### src/rtl/toggle_period_meter.sv
// toggle_period_meter: measures sig_in half-period (sys_clk, sys_rst, sig_in, clr -> half_period, meas_valid, in_range, timeout, edge_count)
module toggle_period_meter #(
  parameter int CNT_W = 27,
  parameter logic [CNT_W-1:0] EXP_HALF = CNT_W'(25),
  parameter logic [CNT_W-1:0] TOL = CNT_W'(1),
  parameter logic [CNT_W-1:0] TIMEOUT = CNT_W'(100)
) (
  input  logic             sys_clk,
  input  logic             sys_rst,
  input  logic             sig_in,
  input  logic             clr,
  output logic [CNT_W-1:0] half_period,
  output logic             meas_valid,
  output logic             in_range,
  output logic             timeout,
  output logic [15:0]      edge_count
);
  typedef enum logic [1:0] {IDLE, MEASURE, STALL} state_t;
  state_t state;
  logic s1, s2, s3, sig_edge;
  logic [1:0] mask_cnt;
  logic [CNT_W-1:0] cnt;
  logic [CNT_W:0] diff, dev;
  always_comb begin
    sig_edge = (s2 ^ s3) & (mask_cnt == 2'd3);
    diff = {1'b0, cnt} - {1'b0, EXP_HALF};
    dev = diff[CNT_W] ? -diff : diff;
  end
  always_ff @(posedge sys_clk) begin
    if (sys_rst) begin
      {s1, s2, s3} <= 3'b000;
      mask_cnt <= 2'd0;
      state <= IDLE;
      cnt <= '0;
      half_period <= '0;
      meas_valid <= 1'b0;
      in_range <= 1'b0;
      timeout <= 1'b0;
      edge_count <= 16'd0;
    end else begin
      s1 <= sig_in;
      s2 <= s1;
      s3 <= s2;
      mask_cnt <= (mask_cnt == 2'd3) ? mask_cnt : mask_cnt + 2'd1;
      meas_valid <= 1'b0;
      if (clr) begin
        state <= IDLE;
        cnt <= '0;
        half_period <= '0;
        in_range <= 1'b0;
        timeout <= 1'b0;
        edge_count <= 16'd0;
      end else begin
        cnt <= sig_edge ? CNT_W'(1) : (&cnt ? cnt : cnt + CNT_W'(1));
        case (state)
          IDLE: state <= sig_edge ? MEASURE : IDLE;
          MEASURE:
            if (sig_edge) begin
              half_period <= cnt;
              in_range <= dev <= {1'b0, TOL};
              meas_valid <= 1'b1;
              edge_count <= &edge_count ? edge_count : edge_count + 16'd1;
            end else if (cnt == TIMEOUT) begin
              state <= STALL;
              timeout <= 1'b1;
            end
          STALL:
            if (sig_edge) begin
              state <= MEASURE;
              timeout <= 1'b0;
            end
          default: state <= IDLE;
        endcase
      end
    end
  end
endmodule

### config.mk
export PLATFORM = sky130hd
export DESIGN_NAME = toggle_period_meter
export DESIGN_NICKNAME = d
export VERILOG_FILES = /design/src/rtl/toggle_period_meter.sv
export SDC_FILE = /design/constraint.sdc
export NUM_CORES = 1
export LEC_CHECK = 0
export CAP_MARGIN = 20
export CORE_ASPECT_RATIO = 1.5
export CORE_MARGIN = 4
export CORE_UTILIZATION = 50
export CTS_CLUSTER_SIZE = 16
export DETAILED_ROUTE_END_ITERATION = 10
export GPL_TIMING_DRIVEN = 0
export MAX_ROUTING_LAYER = met4
export PLACE_DENSITY = 0.82
export SLEW_MARGIN = 20
export SYNTH_ARGS = -nofsm -noshare
export SYNTH_HDL_FRONTEND = slang
export SYNTH_SLANG_ARGS = --single-unit
### constraint.sdc
create_clock -name sys_clk -period 2.75 [get_ports sys_clk]
set_input_delay 0.825 -clock sys_clk [delete_from_list [all_inputs] [get_ports sys_clk]]
set_output_delay 0.825 -clock sys_clk [all_outputs]
set_load 0.01 [all_outputs]
# == Yosys cells after proc, flatten, opt, wreduce, memory -nomap -nowiden ==
# Cells that the tools add are included.
# op_classes
addsub,5
order_cmp,1
n_eq_ne,8
mux,13
bitwise_logic,4
reduce_logical,11
# op_table
operator,n
"28-bit by 1-bit <= comparator with 1-bit output, second input constant",1
28-bit two-way mux,1
28-bit negation,1
"27-bit by 5-bit subtractor with 28-bit output, second input constant",1
"27-bit by 1-bit adder with 27-bit output, second input constant",1
"27-bit by 7-bit == test with 1-bit output, second input constant",1
27-bit AND reduction,1
"16-bit by 1-bit adder with 16-bit output, second input constant",1
16-bit AND reduction,1
"2-bit != test, second input constant",4
1-bit two-way mux,7
2-bit two-way mux,3
2-bit case mux with 3 select lines,1
3-bit AND reduction,2
3-bit OR reduction,2
"2-bit == test, second input constant",2
4-bit AND reduction,1
"2-bit by 1-bit adder with 2-bit output, second input constant",1
"2-bit by 1-bit == test with 1-bit output, second input constant",1
2-bit logical NOT,1
1-bit inverter,2
1-bit case mux with 2 select lines,1
2-bit AND reduction,1
2-bit nonzero test,1
other kinds (3),3
# totals
register_bits,80
inputBits,4
out_inout_bits,46
word_cells,54

# == Depth between registers and ports, before layout ==
# depth
ltp_word,4
mapped_depth,12
depth_no_buf,9

# == Worst setup path after synthesis ==
# No wires, ideal clock.
# synth_path
kind,register -> register
from,register cnt[0]
to,register in_range
setup_ps,69
t_arrival_ps,2192
required_time_ps,2681
setup_slack_ps,489
stages_incl_launch_ff,12
path_buffers,2
synth_period_minus_slack_ps,2261
cell_sequence,dfxtp_1 -> buf_2 -> inv_1 -> ha_1 -> clkbuf_1 -> nor2b_1 -> nor2_1 -> o41ai_1 -> nor2_1 -> nor4_1 -> nand4_1 -> o21ai_1
# synth_between
elab_chain_cells,4
# synth_lines
element,line,source
from (decl),22,logic [CNT_W-1:0] cnt;
from (signal assigned),54,cnt <= sig_edge ? CNT_W'(1) : (&cnt ? cnt : cnt + CNT_W'(1));
27-bit by 5-bit subtractor with 28-bit output *,26,"diff = {1'b0, cnt} - {1'b0, EXP_HALF};"
28-bit negation,27,dev = diff[CNT_W] ? -diff : diff;
28-bit two-way mux *,27,
28-bit by 1-bit <= comparator with 1-bit output *,60,"in_range <= dev <= {1'b0, TOL};"
to (signal assigned),60,
to (decl),14,"output logic in_range,"
# Every way passes the cells marked *; elsewhere a longest branch is shown, timed or not.
# A chain may end at the register's enable or synchronous reset.

# == Final worst setup path ==
# Same ends and word-level chain as after synthesis.

==> impl_results.md <==
* Final antenna-violating net count at 0
* Syn Nets at 489
* Half-perimeter wire length after placement at 7930 µm
* Status: finished clean
* Seq cells post-synth at 80
* Die span in x at 81.7 µm
* PD cells at 499 mW/mm²
* RSZ-0062 raised after global routing: no
* Layout cell share with drive strength beyond 1 at 0.0919
* Synth Area in Adders at 0.0154
* Initial core utilization at 0.512
* Max incr delay on CP at 0.37 ns
* Lkg Pwr at 0.00196 µW
* CP Launch Type: flip-flop
* Final setup fails at 0
* Yosys cell types at 56
* Io pins at 50
* Worst path cell trace: buf_2, inv_1, ha_1, clkbuf_2, nand2b_1, clkbuf_2, nand2_1, xnor2_2, nor4_1, a31o_1, nand4_1, o21ai_1
* EDFF count, synth at 0
* CP dominant cell by count: clkbuf_2
* Asr flop ratio synth at 0
* Setup crit end kind: flip-flop
* TritonCTS Sinks at 80
* Post-layout min period at 2.61 ns
* Peak fanout along the critical path at 10
* Register area share after synthesis at 0.393
* Top post-synthesis cells by count: nor2_1, dfxtp_1, xor2_1, mux2i_1, nand4_1
* Cells after synthesis at 480
* First-pass GRT wire length at 17500 µm
* Max-cap violations at 0
* # DRC at 0
* Area grow syn2layout at 23.7%
* Cell taking the most area after synthesis: dfxtp_1
* Core area at 0.00796 mm²
* DRT iter0 DRCs at 218
* Via count at 3642
* Final Non-Filler Cells at 649
* Largest net degree at the start of global routing at 13
* Inserted Diodes at 0
* Tightest Hold Check Type: reg2reg
* Final WL at 10700 µm
* Setup CP Type: reg2reg
* Largest family of logic cells by synthesized area: simple AND/OR/NAND/NOR gates
* Synth Area in Compound Gates at 0.0918
* Total iterations of the first detailed-routing run at 4
* Post-synth top flop: dfxtp_1
* Fmax at 0.384 GHz
* Placed insts at 634
* Fillers at 659
* Mux cell area share after synthesis at 0.0642
* CTS Buf Count at 9
* Clk_skew at 0.00487 ns
* Final period util at 0.948
* Number of global-route vias before repair at 3540
* Grt total ovfl at 0
* Clock-pin slew on the worst setup and hold paths at 0.06 ns
* Avg Vias per Cell at 5.61
* Final #Nets at 548
* Cts hold-fix bufs at 0
* Syn Area/Cell at 8.49 µm²
* Core Rows at 40
* Critical-path top delay cell: dfxtp_1
* Initial antenna violation count at 0
* Worst VDD drop at 0.458 mV
* Die Y at 119 µm
* Top-area cell type share of the netlist area at 0.393
* Tot GR Track Use at 0.241
* Clk root buf: clkbuf_16
* Synth Area in Simple Gates at 0.284
* Most frequent cell after synthesis: nor2_1
* CTS tree: built
* WL per Instance at 16.5 µm
* Later-pin clock latency in the skew report at 0.34 ns
* Worst Path Arrival at 2.88 ns
* Multi-input gate area at 0.00231 mm²
* Die area at 0.00969 mm²
* Synth Area in XOR/XNOR at 0.105
* Overall power at 2510 µW
* Required time worst endpoint at 3.02 ns
* Final hold violation count at 0
* Bufs and invs on worst path at 4
* Largest cells by area after synthesis: dfxtp_1, nor2_1, xor2_1
* FF/Latch Area at 0.00160 mm²
* Yosys warnings at 0
* Post-CTS Setup Repair Bufs at 0
* Largest delay share family, worst path: buffers and inverters
* Pins over their slew limit at 0
* CTS max path bufs at 2
* Worst slew margin at 0.392
* Worst setup margin at 0.143 ns
* Gpl congestion at 1.01
* Port bufs at 49
* Setup WS pre-CTS at -0.0895 ns
* Worst-Margin Slew at 0.898 ns
* Post-Syn Area at 0.00407 mm²
* H-tree lvl count at 3
-- sequential cells by signal, indices dropped and copies added (netlist names) --
signal / cells
state: 2
edge_count: 16
half_period: 27
meas_valid: 1
timeout: 1
mask_cnt: 2
s2: 1
s1: 1
s3: 1
in_range: 1
cnt: 27
-- stage by stage --
stage | TNS (ns) | cell area (µm²) | utilization | hold WS [ns]
after global routing | 0 | 5040 | 0.633 | 0.462
after CTS | 0 | 5020 | 0.631 | 0.454
after floorplan | 0 | 4070 | - | 0.414
after global placement | -0.537 | 4700 | 0.590 | 0.430
after detailed placement | -0.642 | 4700 | 0.590 | 0.442
final | 0 | 5040 | 0.633 | 0.446
-- logic make-up after synthesis --
kind of cell,count (synthesis)
xor+xnor,49
simple gates,221
flops,80
fa+ha+maj,5
mux,26
compound gates,57
buf+inv,42
-- cells in the final DEF, fill, tap and decap left out, drive strengths merged, types with 2 or more instances in the layout --
master         count
a211oi             3
a21oi             19
a311oi             4
a31oi              4
and2               2
and3              12
and4               8
buf               17
clkbuf            33
clkdlybuf4s50     49
dfxtp             80
ha                 5
inv                5
mux2i             25
nand2             21
nand2b             7
nand3             20
nand4             25
nor2              89
nor2b              9
nor3               7
nor3b              2
nor4               9
nor4b              2
o21ai             12
o311ai             2
o31ai              2
or3                3
or4                3
xnor2             14
xor2              35
-- area by class of cell --
| type | count | area share |
|---|---|---|
| clock inverter | 2 | 0.00695 |
| tap | 105 | 0.0261 |
| timing repair buffer | 49 | 0.0973 |
| inverter | 5 | 0.00372 |
| buffer | 36 | 0.0330 |
| clock buffer | 14 | 0.0564 |
| sequential | 80 | 0.318 |
| multi-input combinational | 358 | 0.459 |
-- path summary, 6_finish.rpt --
path                                           from  depth (start not counted)  slack [ns]                     to
worst max-delay path            cnt[0]$_SDFFE_PP0P_                         12        0.14  in_range$_SDFFE_PP0P_
worst min-delay path                  s1$_SDFF_PP0_                          1        0.45          s2$_SDFF_PP0_
worst max register to register  cnt[0]$_SDFFE_PP0P_                         12        0.14  in_range$_SDFFE_PP0P_
worst min register to register        s1$_SDFF_PP0_                          1        0.45          s2$_SDFF_PP0_
-- routing by layer --
| layer | routed length (µm) | vias to the layer above | share of wire | GRT usage |
|---|---|---|---|---|
| li1 | - | 1801 | - | - |
| met1 | 4270 | 1734 | 0.40 | 0.268 |
| met2 | 5640 | 85 | 0.53 | 0.403 |
| met3 | 397 | 22 | 0.037 | 0.0389 |
| met4 | 422 | 0 | 0.039 | 0.130 |
| met5 | 0 | - | 0 | - |
-- power by group --
part | switching (µW) | total, µW | internal (µW)
Combinational | 57.8 | 89.0 | 31.2
Clock | 449 | 1250 | 800
Sequential | 6.72 | 1180 | 1170
Total | 514 | 2510 | 2000
-- repair_timing --
action,CTS,global route
setup endpoints to repair,16,17
endpoints found under the hold margin,0,0
resized for setup,4,3
No activity file was read; power rests on OpenSTA's default activity.
